--- config.mk ---
export PLATFORM = sky130hd
export DESIGN_NAME = sipo_deserializer_flat
export DESIGN_NICKNAME = d
export VERILOG_FILES = /design/src/rtl/sipo_deserializer_if.sv /design/src/rtl/sipo_deserializer.sv /design/src/flat_wrapper.sv
export SDC_FILE = /design/constraint.sdc
export NUM_CORES = 1
export LEC_CHECK = 0
export BUFFER_PORTS_ARGS = -buffer_cell sky130_fd_sc_hd__buf_2
export CAP_MARGIN = 20
export CORE_MARGIN = 5
export CORE_UTILIZATION = 50
export CTS_CLUSTER_DIAMETER = 150
export DETAILED_ROUTE_END_ITERATION = 10
export PLACE_DENSITY = 0.74
export SYNTH_ARGS = -nofsm -noshare
export SYNTH_HDL_FRONTEND = slang
export SYNTH_SLANG_ARGS = --single-unit
--- constraint.sdc ---
create_clock -name clk -period 3.4 [get_ports clk]
set_clock_uncertainty 0.1 [all_clocks]
set_input_delay 1.02 -clock clk [delete_from_list [all_inputs] [get_ports clk]]
set_output_delay 1.02 -clock clk [all_outputs]
set_load 0.02 [all_outputs]
--- src/rtl/sipo_deserializer_if.sv ---
// Serial-in / parallel-out bundle: bit strobe and serial data in, word handshake and status out.
// The master modport is the producer/consumer side, the slave modport is the deserializer.
interface sipo_deserializer_if #(
  parameter int WIDTH = 32
);
  localparam int CNT_W = $clog2(WIDTH + 2);

  logic             inb;
  logic             en;
  logic             ready;
  logic [WIDTH-1:0] data;
  logic             valid;
  logic             busy;
  logic [CNT_W-1:0] bit_cnt;
  logic             overrun;
  logic             parity_err;

  modport master (
    output inb, en, ready,
    input  data, valid, busy, bit_cnt, overrun, parity_err
  );

  modport slave (
    input  inb, en, ready,
    output data, valid, busy, bit_cnt, overrun, parity_err
  );
endinterface

--- src/rtl/sipo_deserializer.sv ---
// LSB-first serial-to-parallel deserializer with a one-word holding register and sticky overrun.
// Define SIPO_PARITY_EN to append an even-parity bit to every frame and report parity_err.
module sipo_deserializer #(
  parameter int WIDTH = 32
) (
  input  logic               clk,
  input  logic               rst,
  input  logic               clr,
  sipo_deserializer_if.slave bus
);
  localparam int CNT_W = $clog2(WIDTH + 2);
`ifdef SIPO_PARITY_EN
  localparam int FRAME_LEN = WIDTH + 1;
`else
  localparam int FRAME_LEN = WIDTH;
`endif
  localparam logic [CNT_W-1:0] LAST_CNT = CNT_W'(FRAME_LEN - 1);

  typedef enum logic {IDLE, SHIFT} state_t;

  state_t           state_reg;
  logic [WIDTH-1:0] sreg_reg;
  logic [WIDTH-1:0] data_reg;
  logic [CNT_W-1:0] cnt_reg;
  logic             valid_reg;
  logic             overrun_reg;

  logic             last_bit;
  logic             shift_bit;
  logic             load_word;
  logic [WIDTH-1:0] sreg_next;
  logic [WIDTH-1:0] word_next;

  assign last_bit  = bus.en && (cnt_reg == LAST_CNT);
  assign sreg_next = {bus.inb, sreg_reg[WIDTH-1:1]};

`ifdef SIPO_PARITY_EN
  // The trailing parity bit is checked but never enters the shifter.
  localparam logic [CNT_W-1:0] PAR_CNT = CNT_W'(WIDTH);
  assign shift_bit = bus.en && (cnt_reg != PAR_CNT);
  assign word_next = sreg_reg;
`else
  assign shift_bit = bus.en;
  assign word_next = sreg_next;
`endif

  // A completed word may load if the holding register is empty or being drained this edge.
  assign load_word = last_bit && (!valid_reg || bus.ready);

  always_ff @(posedge clk or posedge rst) begin
    if (rst) begin
      state_reg   <= IDLE;
      sreg_reg    <= '0;
      cnt_reg     <= '0;
      data_reg    <= '0;
      valid_reg   <= 1'b0;
      overrun_reg <= 1'b0;
    end else if (clr) begin
      state_reg   <= IDLE;
      sreg_reg    <= '0;
      cnt_reg     <= '0;
      data_reg    <= '0;
      valid_reg   <= 1'b0;
      overrun_reg <= 1'b0;
    end else begin
      if (shift_bit) begin
        sreg_reg <= sreg_next;
      end

      case (state_reg)
        IDLE: begin
          if (bus.en) begin
            state_reg <= SHIFT;
            cnt_reg   <= CNT_W'(1);
          end
        end
        SHIFT: begin
          if (last_bit) begin
            state_reg <= IDLE;
            cnt_reg   <= '0;
          end else if (bus.en) begin
            cnt_reg <= cnt_reg + 1'b1;
          end
        end
      endcase

      if (load_word) begin
        data_reg  <= word_next;
        valid_reg <= 1'b1;
      end else if (bus.ready) begin
        valid_reg <= 1'b0;
      end

      if (last_bit && valid_reg && !bus.ready) begin
        overrun_reg <= 1'b1;
      end
    end
  end

`ifdef SIPO_PARITY_EN
  logic perr_reg;

  always_ff @(posedge clk or posedge rst) begin
    if (rst) begin
      perr_reg <= 1'b0;
    end else if (clr) begin
      perr_reg <= 1'b0;
    end else if (load_word) begin
      perr_reg <= ^{bus.inb, sreg_reg};
    end
  end

  assign bus.parity_err = perr_reg;
`else
  assign bus.parity_err = 1'b0;
`endif

  assign bus.data    = data_reg;
  assign bus.valid   = valid_reg;
  assign bus.busy    = (state_reg == SHIFT);
  assign bus.bit_cnt = cnt_reg;
  assign bus.overrun = overrun_reg;
endmodule

--- src/flat_wrapper.sv ---
// flat-port wrapper written by rule: the top's interface ports become plain ports
module sipo_deserializer_flat 
#(
  parameter int WIDTH = 32
)
  (clk, rst, clr, bus_inb, bus_en, bus_ready, bus_data, bus_valid, bus_busy, bus_bit_cnt, bus_overrun, bus_parity_err);
  sipo_deserializer_if #(.WIDTH(WIDTH)) bus_i ();
  input  logic clk;
  input  logic rst;
  input  logic clr;
  input wire logic [$bits(bus_i.inb)-1:0] bus_inb;
  input wire logic [$bits(bus_i.en)-1:0] bus_en;
  input wire logic [$bits(bus_i.ready)-1:0] bus_ready;
  output wire logic [$bits(bus_i.data)-1:0] bus_data;
  output wire logic [$bits(bus_i.valid)-1:0] bus_valid;
  output wire logic [$bits(bus_i.busy)-1:0] bus_busy;
  output wire logic [$bits(bus_i.bit_cnt)-1:0] bus_bit_cnt;
  output wire logic [$bits(bus_i.overrun)-1:0] bus_overrun;
  output wire logic [$bits(bus_i.parity_err)-1:0] bus_parity_err;
  assign bus_i.inb = bus_inb;
  assign bus_i.en = bus_en;
  assign bus_i.ready = bus_ready;
  assign bus_data = bus_i.data;
  assign bus_valid = bus_i.valid;
  assign bus_busy = bus_i.busy;
  assign bus_bit_cnt = bus_i.bit_cnt;
  assign bus_overrun = bus_i.overrun;
  assign bus_parity_err = bus_i.parity_err;
  sipo_deserializer #(.WIDTH(WIDTH)) u_core (.clk(clk), .rst(rst), .clr(clr), .bus(bus_i));
endmodule
Word-level counts from Yosys, hierarchy flattened
Index checks and enable logic that the tools add are counted.
{"block": "word_totals", "output_inout_bits": 42, "ff_bits": 73, "elab_cells": 41}
{"block": "op_classes", "reduce_logical": 12, "muxes": 18, "n_addsub": 1, "eq_ne": 3, "bitwise": 1}
{"operator": "$mux 32", "n": 4}
{"operator": "$mux 6", "n": 4}
{"operator": "$pmux 6 s2", "n": 1}
{"operator": "$mux 1", "n": 8}
{"operator": "$add 6x1->6 const B", "n": 1}
{"operator": "$eq 6x5->1 const B", "n": 1}
{"operator": "$reduce_bool 2->1", "n": 3}
{"operator": "$logic_and 1x1->1", "n": 4}
{"operator": "$ne 4x4->1 const B", "n": 1}
{"operator": "$ne 3x3->1 const B", "n": 1}
{"operator": "$reduce_bool 3->1", "n": 1}
{"operator": "$logic_not 1->1", "n": 2}
{"operator": "$pmux 1 s2", "n": 1}
{"operator": "$reduce_and 2->1", "n": 1}
{"operator": "$logic_or 1x1->1", "n": 1}
{"operator": "$not 1->1", "n": 1}

Depth between registers and ports, before layout
{"block": "logic_depth", "depth_word": 6, "mapped_depth": 6, "depth_no_buf": 4}

Worst setup path after synthesis
No wires, ideal clock.
{"block": "synth_path", "kind": "in2reg", "start": "input port bus_ready", "end": "register u_core.data_reg[0], in the netlist u_core.bus.data[0]", "stages": 5, "setup_slack_ns": 1.471, "t_required_ns": 3.221, "arrival_ns": 1.749, "cell_sequence": "nand2b_1 -> nor3b_2 -> buf_6 -> buf_12 -> mux2i_1"}
{"block": "synth_via", "elab_chain_cells": 3}
{"element": "start: declaration", "line_no": "flat_wrapper.sv:13", "source": "input wire logic [$bits(bus_i.ready)-1:0] bus_ready;"}
{"element": "$logic_or 1x1->1", "line_no": "sipo_deserializer.sv:48", "source": "assign load_word = last_bit && (!valid_reg || bus.ready);"}
{"element": "$logic_and 1x1->1", "line_no": "sipo_deserializer.sv:48"}
{"element": "$reduce_bool 2->1 (no line)"}
{"element": "end signal: assignment", "line_no": "sipo_deserializer.sv:88", "source": "data_reg <= word_next;"}
{"element": "end: declaration", "line_no": "sipo_deserializer.sv:23", "source": "logic [WIDTH-1:0] data_reg;"}
Every way passes these cells.
A chain may end at the register's enable or synchronous reset.

Worst setup path in the final report
{"block": "layout_path", "start": "register u_core.state_reg, in the netlist u_core.bus.busy", "end": "output port bus_busy"}
{"element": "start: declaration", "line_no": "sipo_deserializer.sv:21", "source": "state_t state_reg;"}
{"element": "start signal: assignment", "line_no": "sipo_deserializer.sv:52", "source": "state_reg <= IDLE;"}
{"element": "start signal: assignment", "line_no": "sipo_deserializer.sv:59", "source": "state_reg <= IDLE;"}
{"element": "start signal: assignment", "line_no": "sipo_deserializer.sv:73", "source": "state_reg <= SHIFT;"}
{"element": "end: declaration", "line_no": "flat_wrapper.sv:16", "source": "output wire logic [$bits(bus_i.busy)-1:0] bus_busy;"}
No word-level cell between the ends.

==> impl_results.md <==
* Clk Latency, worst-skew pair at 340 ps
* Worst path max stage delay at 460 ps
* N_diodes at 0
* Rows at 30
* Share of flip-flops with an asynchronous set or reset at 100%
* Cts hold-fix bufs at 0
* Register area share after synthesis at 53.5%
* R2r endpoint: u_core.bus.data[15]
* Final Hold Fails at 0
* Final Power at 1.72 mW
* VDD IR-drop max at 242 µV
* First-pass detailed-route iteration total at 4
* Cell area after synthesis at 3370 µm²
* CP Data Arrival Time at 1010 ps
* Post-route cell area at 3840 µm²
* Crit-path cells: buf_2
* Core Box Area at 6680 µm²
* Critical Path RT at 2280 ps
* Post-CTS resize count at 0
* Post-Syn Nets at 297
* Crit path time final at 2130 ps
* Setup slack, reg-to-reg at 1520 ps
* Fmax at 470 MHz
* Synth area leader: dfrtp_1
* Startpoint Class: register
* Top cell type's share of synthesized area at 53.5%
* Crit. End Element: primary output
* CTS tree: yes
* #FFs+latches synth at 72
* Yosys warnings at 0
* Die W at 92.1 µm
* Initial Utilization at 50.4%
* Number of global-route vias before repair at 2076
* Syn avg cell area at 11.6 µm²
* Initial antenna violation count at 0
* Placed Area at 3610 µm²
* Root Buffer: clkbuf_8
* Overflow left after global routing at 0
* Clock-pin slew on the worst setup and hold paths at 70 ps
* Worst-case hold path end point: u_core.bus.overrun
* Die height at 92.1 µm
* Routed wire length at 5780 µm
* DR DRC count at 0
* Status: complete, no violations
* IO Pins at 48
* Antenna Nets Post-Route at 0
* HPWL Detailed at 3570 µm
* RePlAce Congestion at 0.719
* Power Dens Cells at 448 nW/µm²
* Total vias in the final route at 2084
* Leak at 1.84 nW
* Max cap viols at 0
* Worst hold margin at 425 ps
* Total track usage at 14.5%
* EDFF count, synth at 0
* Worst path slowest cell: dfrtp_1
* Fin Setup TNS at 0 ps
* Primary FF master, synth: dfrtp_1
* CTS Buf Count at 9
* Max reg flops at 32
* Slew Limit Fails at 0
* Via/cell ratio at 4.99
* Slew HR at 61.0%
* Die area at 8480 µm²
* CP Class: reg2out
* Final Net Count at 340
* Hold Path Class: reg2reg
* Setup violators final at 0
* Layout Utilization at 57.4%
* Critical R2R Launch: u_core.bus.bit_cnt[0]
* Fraction of layout cells with a size suffix above 1 at 21.6%
* Post-CTS Setup Bufs at 0
* Iter 0 DRT Violations at 70
* Port Buffer Count at 46
* H-tree levels at 3
* Synthesized instance count at 290
* Worst Path Buf+Inv at 1
* Routed len/inst at 13.8 µm
* Area Overhead vs Synth at 13.9%
* CP Max Fanout at 7
* Hold depth at 2
* Largest net degree at the start of global routing at 73
* Crit-path leading delay family: flip-flops
* Clock buffer depth at 2
* RSZ-0062 raised after global routing: false
* First-pass GRT wire length at 9780 µm
* Worst hold start: u_core.bus.overrun
* Final cycle utilization of the critical path at 62.5%
* Yosys cell types at 31
* Slew at the pin closest to its max-slew limit at 584 ps
* CTS Sinks at 72
* Top cells by area, synth: dfrtp_1 53%, mux2i_1 19%, nand2b_1 12%, nor2_1 4.0%, buf_12 1.8%
* R2R depth at 5
-- layout by cell type (no fill, tap or decap), types with 2 or more instances in the layout --
master and instances:
or3_1 2, bufinv_16 2, nand3_1 3, a21oi_1 4
buf_4 5, mux2i_1 63, buf_2 46, dfrtp_1 72
nand2b_1 66, clkinv_2 2, o21ai_0 4, clkbuf_8 11
inv_1 2, nor2_1 36
-- stage by stage --
step,worst slack [ps],instances
4_1_cts,1250,418
3_5_place_dp,925,402
5_1_grt,1160,418
3_3_place_gp,979,402
2_1_floorplan,455,290
6_report,1270,418
-- synth_stat cells, drive strengths merged (2+ instances only) --
| cell type | number |
|---|---|
| nand3 | 4 |
| nor2 | 36 |
| dfrtp | 72 |
| inv | 3 |
| nor3b | 2 |
| nand2b | 66 |
| buf | 14 |
| clkbuf | 6 |
| o21ai | 4 |
| or3 | 2 |
| a21oi | 4 |
| mux2i | 63 |
-- worst min-delay path: cells and delay by family (launching register included) --
kind | cells | cell delay [ps]
buffers and inverters | 1 | 50
flip-flops | 1 | 380
AO/OA/AOI/OAI | 1 | 50
-- logic make-up (layout without fill, tap and decap cells) --
group	count (synthesis)	after routing	share of synthesized area, %
AO/OA/AOI/OAI	15	15	2.79
flip-flops	72	72	53.5
buffers and inverters	23	71	4.98
multiplexers	63	63	18.7
AND/OR/NAND/NOR	114	114	19.3
other	1	1	0.111
adder cells (fa/ha/maj)	1	1	0.371
XOR/XNOR	1	1	0.260
-- worst max path at each step --
stage	from	end	slack (ps)	depth (start not counted)
4_1_cts	u_core.bus.busy	bus_busy	1250	1
5_1_grt	clr	u_core.bus.bit_cnt[5]	1160	4
3_5_place_dp	clr	u_core.bus.bit_cnt[5]	920	4
6_report	u_core.bus.busy	bus_busy	1270	1
2_1_floorplan	rst	u_core.bus.bit_cnt[0]	460	1
3_3_place_gp	clr	u_core.bus.bit_cnt[5]	980	4
-- where the power goes --
| group | leakage, nW | total, mW | switching [mW] | internal, mW |
|---|---|---|---|---|
| clock | 0.119 | 0.770 | 0.318 | 0.452 |
| combinational | 0.718 | 0.0839 | 0.0522 | 0.0317 |
| sequential | 1.00 | 0.864 | 0.00453 | 0.859 |
-- routing by layer --
metal / vias to the layer above / track usage (%) / wire length (µm)
li1: 1042 / - / -
met1: 996 / 19.0 / 2760
met2: 33 / 22.5 / 2670
met3: 13 / 3.20 / 214
met4: 0 / 7.43 / 135
met5: - / 0 / 0
-- cell type report --
cell class                 instances  area [µm²]
fill                             571        2850
sequential                        72        1800
multi-input combinational        195        1410
timing repair buffer              52         288
clock buffer                      11         151
tap                               80         100
clock inverter                     5        78.8
inverter                           3        11.3
Power figures use the tool's default switching activity.
